<file path="src/rtl/boot_loader.sv">
// boot_loader: writer side of the instruction memory.
//
// Receives a byte stream from the host link (2 length bytes giving the word
// count N, LSB first, then N little-endian 32-bit words) and writes the words
// to instruction memory from byte address 0 upward. boot_en stays high for
// the whole load so the CPU program counter is held at 0.
//
// Optional feature: define BOOT_CHKSUM_EN to expect one extra trailing byte
// equal to the XOR of all data bytes; a mismatch sets boot_err.
//
// Parameters:
//   ADDR_W     width of imem_addr (byte address)
//   MAX_WORDS  largest accepted image length in words
//
// Ports:
//   clk         clock
//   rst_n       asynchronous active-low reset
//   start       single-cycle request to begin a boot load (ignored when busy)
//   byte_vld    byte_data valid
//   byte_data   stream byte
//   byte_rdy    loader can accept a byte this cycle (depends on state only)
//   imem_we     instruction memory write strobe
//   imem_addr   byte address of the write
//   imem_wdata  write data
//   boot_en     load in progress; holds the CPU PC at 0
//   boot_done   single-cycle pulse when the load completes
//   boot_err    sticky error flag, cleared by the next accepted start

module boot_loader #(
  parameter int unsigned ADDR_W    = 32,
  parameter int unsigned MAX_WORDS = 4096
) (
  input  logic              clk,
  input  logic              rst_n,
  input  logic              start,
  input  logic              byte_vld,
  input  logic [7:0]        byte_data,
  output logic              byte_rdy,
  output logic              imem_we,
  output logic [ADDR_W-1:0] imem_addr,
  output logic [31:0]       imem_wdata,
  output logic              boot_en,
  output logic              boot_done,
  output logic              boot_err
);

  typedef enum logic [2:0] {
    IDLE   = 3'd0,
    LEN0   = 3'd1,
    LEN1   = 3'd2,
    DATA   = 3'd3,
    WRITE  = 3'd4,
`ifdef BOOT_CHKSUM_EN
    CHK    = 3'd5,
`endif
    FINISH = 3'd6
  } state_e;

  // State entered once the last word is written (or straight after LEN1
  // when the image is empty).
`ifdef BOOT_CHKSUM_EN
  localparam state_e TAIL = CHK;
`else
  localparam state_e TAIL = FINISH;
`endif

  state_e            state_q, state_d;
  logic [15:0]       len_q;
  logic [15:0]       word_cnt_q;
  logic [1:0]        byte_cnt_q;
  logic [ADDR_W-1:0] addr_q;
  logic [31:0]       word_q;
  logic              err_q;
`ifdef BOOT_CHKSUM_EN
  logic [7:0]        xor_q;
`endif

  logic        xfer;
  logic [15:0] lenFull;
  logic        lenZero;
  logic        lenOver;
  logic        lastWord;

  assign xfer     = byte_vld & byte_rdy;
  // Full length as it becomes known during the LEN1 transfer.
  assign lenFull  = {byte_data, len_q[7:0]};
  assign lenZero  = (lenFull == 16'd0);
  assign lenOver  = ({16'd0, lenFull} > 32'(MAX_WORDS));
  assign lastWord = ((word_cnt_q + 16'd1) == len_q);

  // State register
  always_ff @(posedge clk or negedge rst_n) begin
    if (!rst_n) begin
      state_q <= IDLE;
    end else begin
      state_q <= state_d;
    end
  end

  // Next-state logic
  always_comb begin
    state_d = state_q;
    case (state_q)
      IDLE:   if (start) state_d = LEN0;
      LEN0:   if (xfer) state_d = LEN1;
      LEN1: begin
        if (xfer) begin
          if (lenZero)      state_d = TAIL;
          else if (lenOver) state_d = IDLE;
          else              state_d = DATA;
        end
      end
      DATA:   if (xfer && (byte_cnt_q == 2'd3)) state_d = WRITE;
      WRITE:  state_d = lastWord ? TAIL : DATA;
`ifdef BOOT_CHKSUM_EN
      CHK:    if (xfer) state_d = FINISH;
`endif
      FINISH: state_d = IDLE;
      default: state_d = IDLE;
    endcase
  end

  // Outputs decoded from the current state only, so byte_rdy never
  // depends on byte_vld and everything drops with the async reset.
  always_comb begin
    byte_rdy  = 1'b0;
    imem_we   = 1'b0;
    boot_done = 1'b0;
    boot_en   = (state_q != IDLE);
    case (state_q)
      LEN0, LEN1, DATA: byte_rdy = 1'b1;
`ifdef BOOT_CHKSUM_EN
      CHK:              byte_rdy = 1'b1;
`endif
      WRITE:            imem_we = 1'b1;
      FINISH:           boot_done = 1'b1;
      default: ;
    endcase
  end

  assign imem_addr  = addr_q;
  assign imem_wdata = word_q;
  assign boot_err   = err_q;

  // Datapath: length capture, word assembly, address/word counting, error.
  // addr_q and word_q only move after the WRITE cycle, so the write bus is
  // stable for the whole strobe.
  always_ff @(posedge clk or negedge rst_n) begin
    if (!rst_n) begin
      len_q      <= '0;
      word_cnt_q <= '0;
      byte_cnt_q <= '0;
      addr_q     <= '0;
      word_q     <= '0;
      err_q      <= 1'b0;
`ifdef BOOT_CHKSUM_EN
      xor_q      <= '0;
`endif
    end else begin
      case (state_q)
        IDLE: begin
          if (start) begin
            err_q      <= 1'b0;
            addr_q     <= '0;
            word_cnt_q <= '0;
            byte_cnt_q <= '0;
`ifdef BOOT_CHKSUM_EN
            xor_q      <= '0;
`endif
          end
        end
        LEN0: if (xfer) len_q[7:0] <= byte_data;
        LEN1: begin
          if (xfer) begin
            len_q[15:8] <= byte_data;
            if (!lenZero && lenOver) err_q <= 1'b1;
          end
        end
        DATA: begin
          if (xfer) begin
            word_q[{byte_cnt_q, 3'b000} +: 8] <= byte_data;
            byte_cnt_q <= byte_cnt_q + 2'd1;
`ifdef BOOT_CHKSUM_EN
            xor_q      <= xor_q ^ byte_data;
`endif
          end
        end
        WRITE: begin
          addr_q     <= addr_q + ADDR_W'(4);
          word_cnt_q <= word_cnt_q + 16'd1;
        end
`ifdef BOOT_CHKSUM_EN
        CHK: if (xfer && (byte_data != xor_q)) err_q <= 1'b1;
`endif
        default: ;
      endcase
    end
  end

endmodule

</file>
<file path="config.mk">
export PLATFORM = sky130hd
export DESIGN_NAME = boot_loader
export DESIGN_NICKNAME = d
export VERILOG_FILES = /design/src/rtl/boot_loader.sv
export SDC_FILE = /design/constraint.sdc
export NUM_CORES = 1
export LEC_CHECK = 0
export ABC_AREA = 1
export CAP_MARGIN = 10
export CORE_MARGIN = 2
export CORE_UTILIZATION = 38
export CTS_BUF_LIST = sky130_fd_sc_hd__clkbuf_8
export CTS_CLUSTER_SIZE = 16
export DETAILED_ROUTE_END_ITERATION = 10
export PLACE_DENSITY = 0.64
export SYNTH_ARGS = -nofsm -noshare
export SYNTH_HDL_FRONTEND = slang
export SYNTH_SLANG_ARGS = --single-unit
</file>
<file path="constraint.sdc">
create_clock -name clk -period 4.11 [get_ports clk]
set_clock_uncertainty 0.05 [all_clocks]
set_input_delay 1.0275 -clock clk [delete_from_list [all_inputs] [get_ports clk]]
set_output_delay 1.0275 -clock clk [all_outputs]
set_load 0.01 [all_outputs]
</file>
==> metrics.md, run 1 <==
| Metric | Value |
|---|---|
| Slew margin rel. | `38.9%` |
| RePlAce Congestion | `0.834` |
| Antenna violations before repair | `0` |
| Synth Register Bits | `100` |
| RSZ-0062 raised after global routing | `no` |
| Worst VDD drop | `0.247 mV` |
| Critical Path Start Type | `register` |
| Routed via count | `4977` |
| DP Wirelength | `10.6 mm` |
| Setup CP Type | `register to primary output` |
| Vias in the first global route | `4723` |
| Port Buffers | `78` |
| Die footprint | `15700 sq um` |
| Synthesis-to-layout area growth | `21.3%` |
| PwrDens | `463 nW/um^2` |
| WL final | `14.5 mm` |
| CTS Buffer Depth | `2` |
| ANT cells | `0` |
| Tcrit/Tclk final | `71.2%` |
| Die height | `125 um` |
| Area leader, netlist | `dfrtp_1` |
| Post-route design area | `6770 sq um` |
| Top-count cell post-synth | `nand2_1` |
| Clock transition at path regs | `100 ps` |
| Status | `finished, final reports clean` |
| H-Tree Level Count | `3` |
| Max Cap Violations | `0` |
| Top cells by count, synth | `nand2_1 (172), dfrtp_1 (100), inv_1 (77)` |
| Drt wl/cell | `14.7 um` |
| # fillers | `1479` |
| Cell Area, Placed | `6530 sq um` |
| Post-Syn Area | `5580 sq um` |
| Yosys top cell area share | `44.8%` |
| Placement Rows | `44` |
| Final Hold Fails | `0` |
| Fin. max-slew vios | `0` |
| Pre-antenna DRT Iters | `4` |
| EDFF count, synth | `0` |
| Post-cts hold buffer count | `0` |
| Top-Level Pins | `81` |
| Final setup fails | `0` |
| Sink Count | `100` |
| Post-CTS Setup Inserts | `0` |
| Post-cts resize count | `0` |
| Detail Route Antenna Nets | `0` |
| Via density per instance | `5.05` |
| Netlist cell types | `44` |
| Fmax | `342 MHz` |
| Critical path peak fanout | `4` |
| Largest net degree at the start of global routing | `65` |
| Critical path required time | `3030 ps` |
| GR Overflow Total | `0` |
| Share of cells above drive strength 1 | `6.48%` |
| Synth area leaders | `dfrtp_1 (45%), nand2_1 (12%), o21ai_0 (5.3%), inv_1 (5.2%), nand3_1 (5.0%)` |
| CTS tree | `built` |
| Worst hold path type | `register to register` |
| Worst-skew pair later-pin latency | `380 ps` |
| Global-route wire length before repair | `24.1 mm` |
| Critical path capture point type | `primary output` |
| TritonCTS Buffers | `9` |
| CTS root buf | `clkbuf_8` |
| Initial drt markers | `395` |
| Tot GR Track Use | `19.0%` |
| Min Tclk post-route | `2920 ps` |
| Yosys warns | `0` |
| Post-synthesis sequential area ratio | `44.8%` |
| WP data arrival | `1850 ps` |
| Fin Setup TNS | `0 ps` |
| Initial Utilization | `38.7%` |
| Placeable Area | `14400 sq um` |
| Leakage | `3.05 nW` |
| Cells after Synth | `724` |
| # DRC | `0` |
| Nets | `816` |
| Ys async rst share | `100%` |
| Die Wd | `125 um` |
| Least-Margin Pin Slew | `909 ps` |
| Avg Cell Area, Syn | `7.71 sq um` |
| Ys flop type | `dfrtp_1` |
## placed cells by master (no fill, tap or decap), types with 7 or more instances in the layout
cell type and count:
o21ai_1 9, a21oi_1 29, inv_1 77, nor3_1 14
nand4_1 35, clkdlybuf4s50_1 77, o21ai_0 59, nor2_1 60
dfrtp_1 100, nand2_1 172, nand3_1 56, o22ai_1 13
clkbuf_8 10, ha_1 7
## where the power goes
part	switching (mW)	internal (mW)	leakage [nW]
Sequential	0.148	1.15	1.34
Clock	0.358	0.421	0.127
Combinational	0.652	0.404	1.59
Total	1.16	1.98	3.05
## cell families after synthesis
group	Yosys count	synth area share [%]
fa+ha+maj	7	1.57
flops	100	44.8
mux	1	0.179
compound gates	127	12.5
simple gates	376	32.1
buf+inv	105	7.66
other cells	1	0.0672
xor+xnor	7	1.10
## routing by layer
layer  global-route usage, %  wire (um)  vias up
li1                        -          -     2567
met1                    27.3       7160     2281
met2                    29.3       6520      116
met3                    3.29        601       13
met4                    5.95        216        0
met5                       0          0        -
## worst max-delay path, stage by stage, from the launching register on
cell	delay (ps)
dfrtp_1	420
nor2_1	130
inv_1	90
nor2_1	180
inv_1	140
clkdlybuf4s50_1	500
## flip-flops by register name, indices dropped and copies added (netlist names)
| register | flops |
|---|---|
| boot_err | 1 |
| byte_cnt_q | 2 |
| imem_addr | 30 |
| imem_wdata | 32 |
| len_q | 16 |
| state_q | 3 |
| word_cnt_q | 16 |
## worst paths after layout
kind                                                 from                          to  slack, ps  cells past startpoint
worst max-delay path               state_q[0]$_DFFE_PN0P_                     boot_en       1190                      5
worst min-delay path            imem_wdata[8]$_DFFE_PN0P_   imem_wdata[8]$_DFFE_PN0P_        470                      2
worst max register to register  byte_cnt_q[0]$_DFFE_PN0P_   imem_wdata[0]$_DFFE_PN0P_       1420                      5
worst min register to register  imem_wdata[8]$_DFFE_PN0P_   imem_wdata[8]$_DFFE_PN0P_        470                      2
max in group asynchronous                           rst_n  imem_wdata[11]$_DFFE_PN0P_       2640                      2
min in group asynchronous                           rst_n   imem_addr[25]$_DFFE_PN0P_        680                      1
## per-stage QoR
stage	instances	power (mW)	hold WS [ps]	utilization [%]	worst slack (ps)
detailed placement	970	2.38	448	45.2	1050
floorplan	725	1.95	416	-	1940
finish	986	3.13	469	47.0	1190
CTS	986	3.17	477	47.0	1150
global route	986	3.36	505	47.0	1000
global placement	970	2.37	449	45.2	1100
## cell type report
cell class / instances / area, sq um / share of cell area [%]
inverter: 84 / 315 / 4.66
tap: 184 / 230 / 3.40
multi-input combinational: 520 / 2660 / 39.2
clock buffer: 10 / 138 / 2.03
timing repair buffer: 82 / 821 / 12.1
clock inverter: 6 / 109 / 1.61
sequential: 100 / 2500 / 36.9
(Power assumes the default switching activity.)
==> inputs of run 2 (changes only) <==
==> constraint.sdc (replaced) <==
create_clock -name clk -period 3 [get_ports clk]
set_clock_uncertainty 0.05 [all_clocks]
set_input_delay 0.75 -clock clk [delete_from_list [all_inputs] [get_ports clk]]
set_output_delay 0.75 -clock clk [all_outputs]
set_load 0.01 [all_outputs]
==> run 2 against run 1 <==
Via count up 2.1%. Critical path depth unchanged. First-iteration DRC count down 23%. Combinational power up 44%. Non-clock buffer count up 8. Count of clock-buffer cells in the layout up 2. Sequential power up 35%. Wire length up 0.83%. Critical endpoint unchanged. Largest cell class unchanged. Largest power group unchanged.
==> metrics.md, run 2 (synthesized netlist as in run 1, its figures left out) <==
| Metric | Value |
|---|---|
| Status | `finished, final reports clean` |
| Via density per instance | `5.11` |
| Fmax | `376 MHz` |
| WL final | `14.6 mm` |
| CTS root buf | `clkbuf_8` |
| Largest net degree at the start of global routing | `51` |
| Commonest cells after routing, fill and taps aside | `nand2_1 (172), dfrtp_1 (100), inv_1 (78), clkdlybuf4s50_1 (77), nor2_1 (60)` |
| Final Non-Filler Cells | `994` |
| CP Launch Point | `state_q[1]$_DFFE_PN0P_` |
| Die height | `125 um` |
| Routed via count | `5084` |
| Top-Level Pins | `81` |
| Critical path required time | `2200 ps` |
| Critical path peak fanout | `4` |
| Switch Pwr | `1.61 mW` |
| Final Hold Fails | `0` |
| Final setup fails | `0` |
| Synthesis-to-layout area growth | `21.3%` |
| Leakage | `3.06 nW` |
| Post-cts resize count | `0` |
| Sink Count | `100` |
| Pre-antenna DRT Iters | `7` |
| Tot GR Track Use | `19.4%` |
| Tcrit/Tclk final | `88.6%` |
| Clock transition at path regs | `100 ps` |
| Comb power frac | `37.0%` |
| Initial Utilization | `38.7%` |
| Least-Margin Pin Slew | `613 ps` |
| H-Tree Level Count | `3` |
| Vias in the first global route | `4915` |
| Drt wl/cell | `14.7 um` |
| Fin Setup TNS | `0 ps` |
| Worst hold path type | `input pin to asynchronous set/reset pin` |
| # DRC | `0` |
| Int Pwr | `2.54 mW` |
| GR Overflow Total | `0` |
| Placement Rows | `44` |
| Die Wd | `125 um` |
| Global-route wire length before repair | `24.9 mm` |
| CTS tree | `built` |
| Critical path capture point type | `primary output` |
| Max FFs per register | `32` |
| Placed Cells | `978` |
| ANT cells | `0` |
| Initial drt markers | `303` |
| Post-cts hold buffer count | `0` |
| R2R Setup Slk | `710 ps` |
| Placeable Area | `14400 sq um` |
| Min Tclk post-route | `2660 ps` |
| Post-CTS Setup Inserts | `0` |
| Reg2Reg Capture Point | `state_q[0]$_DFFE_PN0P_` |
| Worst VDD drop | `0.337 mV` |
| Share of cells above drive strength 1 | `7.28%` |
| Commonest non-fill, non-tap cell in the layout | `nand2_1` |
| Total power | `4.14 mW` |
| TritonCTS Buffers | `9` |
| Hold_ws | `318 ps` |
| PwrDens | `612 nW/um^2` |
| Max Cap Violations | `0` |
| WP data arrival | `1860 ps` |
| Worst-skew pair later-pin latency | `380 ps` |
| DP Wirelength | `10.9 mm` |
| Worst setup endpoint | `boot_en` |
| Clock power frac | `20.5%` |
| Setup CP Type | `register to primary output` |
| Port Buffers | `78` |
| Critical Path Start Type | `register` |
| Seq pwr share | `42.5%` |
| Detail Route Antenna Nets | `0` |
| CTS Buffer Depth | `2` |
| R2r startpoint | `word_cnt_q[0]$_DFFE_PN0P_` |
| Slew margin rel. | `59.1%` |
| R2R cell count | `16` |
| Antenna violations before repair | `0` |
| RSZ-0062 raised after global routing | `no` |
| Switch share | `38.8%` |
| Nets | `824` |
| Die footprint | `15700 sq um` |
| Fin. max-slew vios | `0` |
| RePlAce Congestion | `0.838` |
[run 2: cell types whose count changed in the layout (fill, tap and decap cells not counted)]
cell | before | now
buf_4 | 4 | 12
clkbuf_8 | 10 | 12
bufinv_16 | 3 | 0
inv_6 | 1 | 0
inv_1 | 77 | 78
clkinv_2 | 2 | 1
clkinvlp_4 | 0 | 2
[run 2: worst min-delay path by stage]
stage | slack [ps] | cells past startpoint | to | startpoint
final | 320 | 1 | imem_addr[26]$_DFFE_PN0P_ | rst_n
after global routing | 360 | 1 | imem_addr[26]$_DFFE_PN0P_ | rst_n
after CTS | 340 | 1 | imem_addr[26]$_DFFE_PN0P_ | rst_n
after detailed placement | 440 | 2 | imem_wdata[15]$_DFFE_PN0P_ | imem_wdata[15]$_DFFE_PN0P_
after global placement | 450 | 2 | len_q[15]$_DFFE_PN0P_ | len_q[15]$_DFFE_PN0P_
after floorplan | 400 | 0 | boot_err$_DFFE_PN0P_ | rst_n
[run 2: layout make-up]
class,instances,area [sq um]
clock buffer,12,165
clock inverter,4,23.8
fill,1466,7650
inverter,84,315
multi-input combinational,520,2660
sequential,100,2500
tap,184,230
timing repair buffer,90,881
[run 2: stage by stage]
| step | setup slack [ps] | utilization [%] | instance area (sq um) |
|---|---|---|---|
| finish | 342 | 47.0 | 6780 |
| CTS | 326 | 47.0 | 6780 |
| global placement | 472 | 45.7 | 6590 |
| floorplan | 880 | - | 5590 |
| global route | 255 | 47.0 | 6780 |
| detailed placement | 455 | 45.7 | 6590 |
[run 2: worst max-delay path, cell delays in order (launching register included)]
cell	delay, ps
dfrtp_1	400
nor2_1	140
inv_1	100
nor2_1	190
inv_1	140
clkdlybuf4s50_1	510
[run 2: layer usage]
| metal | up-vias | track usage [%] | wire length (um) |
|---|---|---|---|
| met4 | 0 | 7.65 | 426 |
| met2 | 113 | 30.4 | 6440 |
| met5 | - | 0 | 0 |
| met1 | 2355 | 27.2 | 7150 |
| met3 | 29 | 2.87 | 604 |
| li1 | 2587 | - | - |
[run 2: power groups by stage]
stage               clock network, mW  registers (mW)  logic (mW)
finish                          0.851            1.76        1.53
global route                    0.937            1.80        1.73
CTS                             0.881            1.76        1.54
detailed placement                  0            1.78        1.53
global placement                    0            1.78        1.52
floorplan                           0            1.78       0.894
==> inputs of run 3 (changes only) <==
--- a/config.mk
+++ b/config.mk
@@ -7,12 +7,13 @@
 export LEC_CHECK = 0
 export ABC_AREA = 1
 export CAP_MARGIN = 10
+export CORE_ASPECT_RATIO = 1.75
 export CORE_MARGIN = 2
-export CORE_UTILIZATION = 38
+export CORE_UTILIZATION = 45
 export CTS_BUF_LIST = sky130_fd_sc_hd__clkbuf_8
 export CTS_CLUSTER_SIZE = 16
 export DETAILED_ROUTE_END_ITERATION = 10
-export PLACE_DENSITY = 0.64
+export PLACE_DENSITY = 0.73
 export SYNTH_ARGS = -nofsm -noshare
 export SYNTH_HDL_FRONTEND = slang
 export SYNTH_SLANG_ARGS = --single-unit
==> run 3 against run 2 <==
Design area decreased by 0.46%. Combinational power is essentially flat. Maximum frequency down 1.2%. Register-to-register slack barely moved. Count of clock-buffer cells in the layout down 3. Total power is 0.48% higher. Global-route usage rose by 4.5 points. Sequential cell count is the same. Setup slack lost 33 ps. Sequential power hardly changed. Critical path type unchanged. Worst hold slack better by 6.4 ps. Utilization is 8.9 points higher.
==> metrics.md, run 3 (synthesized netlist as in run 1, its figures left out) <==
| Metric | Value |
|---|---|
| WP data arrival | `1890 ps` |
| DP Wirelength | `11.5 mm` |
| Post-cts resize count | `0` |
| R2R cell count | `10` |
| Fin. max-slew vios | `0` |
| Worst VDD drop | `0.467 mV` |
| ANT cells | `0` |
| Global-route wire length before repair | `24.7 mm` |
| Switch Pwr | `1.61 mW` |
| Tot GR Track Use | `23.9%` |
| Synthesis-to-layout area growth | `20.8%` |
| Fmax | `372 MHz` |
| Tcrit/Tclk final | `89.7%` |
| Clock transition at path regs | `100 ps` |
| R2r startpoint | `state_q[0]$_DFFE_PN0P_` |
| CP max stage cell | `clkdlybuf4s50_1` |
| Worst-skew pair later-pin latency | `380 ps` |
| Reg2Reg Capture Point | `imem_addr[31]$_DFFE_PN0P_` |
| Status | `finished, final reports clean` |
| Comb power frac | `36.7%` |
| Switch share | `38.8%` |
| TritonCTS Buffers | `9` |
| Antenna violations before repair | `0` |
| Via density per instance | `5.45` |
| Largest stage delay, worst path | `510 ps` |
| Int Pwr | `2.55 mW` |
| PwrDens | `617 nW/um^2` |
| Setup CP Type | `register to primary output` |
| Leakage | `3.05 nW` |
| Die height | `151 um` |
| Final setup fails | `0` |
| Least-Margin Pin Slew | `681 ps` |
| CTS Buffer Depth | `2` |
| Pre-antenna DRT Iters | `5` |
| Critical path required time | `2200 ps` |
| Final Hold Fails | `0` |
| Sink Count | `100` |
| Top-Level Pins | `81` |
| Total power | `4.16 mW` |
| CTS root buf | `clkbuf_8` |
| Bufs and invs on worst path | `3` |
| Commonest non-fill, non-tap cell in the layout | `nand2_1` |
| Die Wd | `88.2 um` |
| Post-CTS Setup Inserts | `0` |
| WL final | `15.3 mm` |
| Share of cells above drive strength 1 | `7.06%` |
| Final Non-Filler Cells | `972` |
| GR Overflow Total | `0` |
| RePlAce Congestion | `0.954` |
| CP Cell Sequence | `nor2_1 > inv_1 > nor2_1 > inv_1 > clkdlybuf4s50_1` |
| Post-cts hold buffer count | `0` |
| Largest net degree at the start of global routing | `47` |
| Die footprint | `13400 sq um` |
| Critical path peak fanout | `4` |
| Worst hold path type | `input pin to asynchronous set/reset pin` |
| Kind of cell adding the most delay to the critical path | `buffers and inverters` |
| Commonest cells after routing, fill and taps aside | `nand2_1 (172), dfrtp_1 (100), inv_1 (77), clkdlybuf4s50_1 (77), nor2_1 (60)` |
| Max Cap Violations | `0` |
| Critical path capture point type | `primary output` |
| Slew margin rel. | `54.5%` |
| Max FFs per register | `32` |
| Min Tclk post-route | `2690 ps` |
| Initial drt markers | `277` |
| Routed via count | `5302` |
| Nets | `822` |
| CTS tree | `built` |
| R2R Setup Slk | `700 ps` |
| Placeable Area | `12100 sq um` |
| Seq pwr share | `42.0%` |
| Vias in the first global route | `5252` |
| Placement Rows | `53` |
| Fin Setup TNS | `0 ps` |
| Port Buffers | `78` |
| Detail Route Antenna Nets | `0` |
| Drt wl/cell | `15.7 um` |
| H-Tree Level Count | `3` |
| # DRC | `0` |
| Critical Path Start Type | `register` |
| Clock power frac | `21.3%` |
| RSZ-0062 raised after global routing | `no` |
| # fillers | `1158` |
| Placed Cells | `957` |
| Initial Utilization | `46.3%` |
## run 3: changes by cell type in the layout (fill, tap and decap cells not counted), sizes merged
cell	previous run	this run
buf	13	11
bufinv	0	1
clkbuf	12	9
clkinv	5	6
clkinvlp	2	1
inv	81	82
## run 3: worst max-delay path by stage
| stage | start | cells past startpoint | end |
|---|---|---|---|
| 3_5_place_dp | byte_data[0] | 10 | state_q[0]$_DFFE_PN0P_ |
| 2_1_floorplan | byte_cnt_q[0]$_DFFE_PN0P_ | 8 | imem_wdata[20]$_DFFE_PN0P_ |
| 5_1_grt | state_q[0]$_DFFE_PN0P_ | 5 | boot_en |
| 4_1_cts | state_q[0]$_DFFE_PN0P_ | 5 | boot_en |
| 6_report | state_q[0]$_DFFE_PN0P_ | 5 | boot_en |
| 3_3_place_gp | byte_data[0] | 10 | state_q[0]$_DFFE_PN0P_ |
## run 3: worst reg2reg max path, delay by kind of cell, from the launching register on
| kind | cells | cell delay, ps |
|---|---|---|
| buffers and inverters | 4 | 890 |
| AO/OA/AOI/OAI | 1 | 50 |
| flip-flops | 1 | 430 |
| AND/OR/NAND/NOR | 5 | 770 |
## run 3: through the flow
| stage | hold slack (ps) | setup slack, ps | util, % | instance area, sq um |
|---|---|---|---|---|
| CTS | 335 | 279 | 55.9 | 6740 |
| floorplan | 404 | 880 | - | 5590 |
| detailed placement | 446 | 445 | 54.3 | 6550 |
| global route | 360 | 184 | 55.9 | 6740 |
| finish | 324 | 309 | 55.9 | 6740 |
| global placement | 426 | 455 | 54.3 | 6550 |
## run 3: power by group through the flow
| stage | registers, mW | clock network (mW) | logic (mW) |
|---|---|---|---|
| after floorplan | 1.78 | 0 | 0.894 |
| after global placement | 1.77 | 0 | 1.51 |
| after detailed placement | 1.77 | 0 | 1.53 |
| after CTS | 1.75 | 0.916 | 1.54 |
| after global routing | 1.77 | 0.970 | 1.72 |
| final | 1.75 | 0.888 | 1.53 |
## run 3: area by class of cell
cell class                      instances  area (sq um)  area share, %
Clock inverter                          6          72.6           1.08
Clock buffer                            9           124           1.84
Multi-Input combinational cell        520          2660           39.4
Inverter                               84           315           4.68
Timing Repair Buffer                   88           866           12.8
Sequential cell                       100          2500           37.1
Tap cell                              165           206           3.06
## run 3: layer usage
metal | GRT usage, % | up-vias | wire, um
met5 | 0 | - | 0
li1 | - | 2583 | -
met4 | 12.9 | 0 | 641
met2 | 44.1 | 172 | 8230
met1 | 25.2 | 2504 | 5810
met3 | 3.54 | 43 | 618
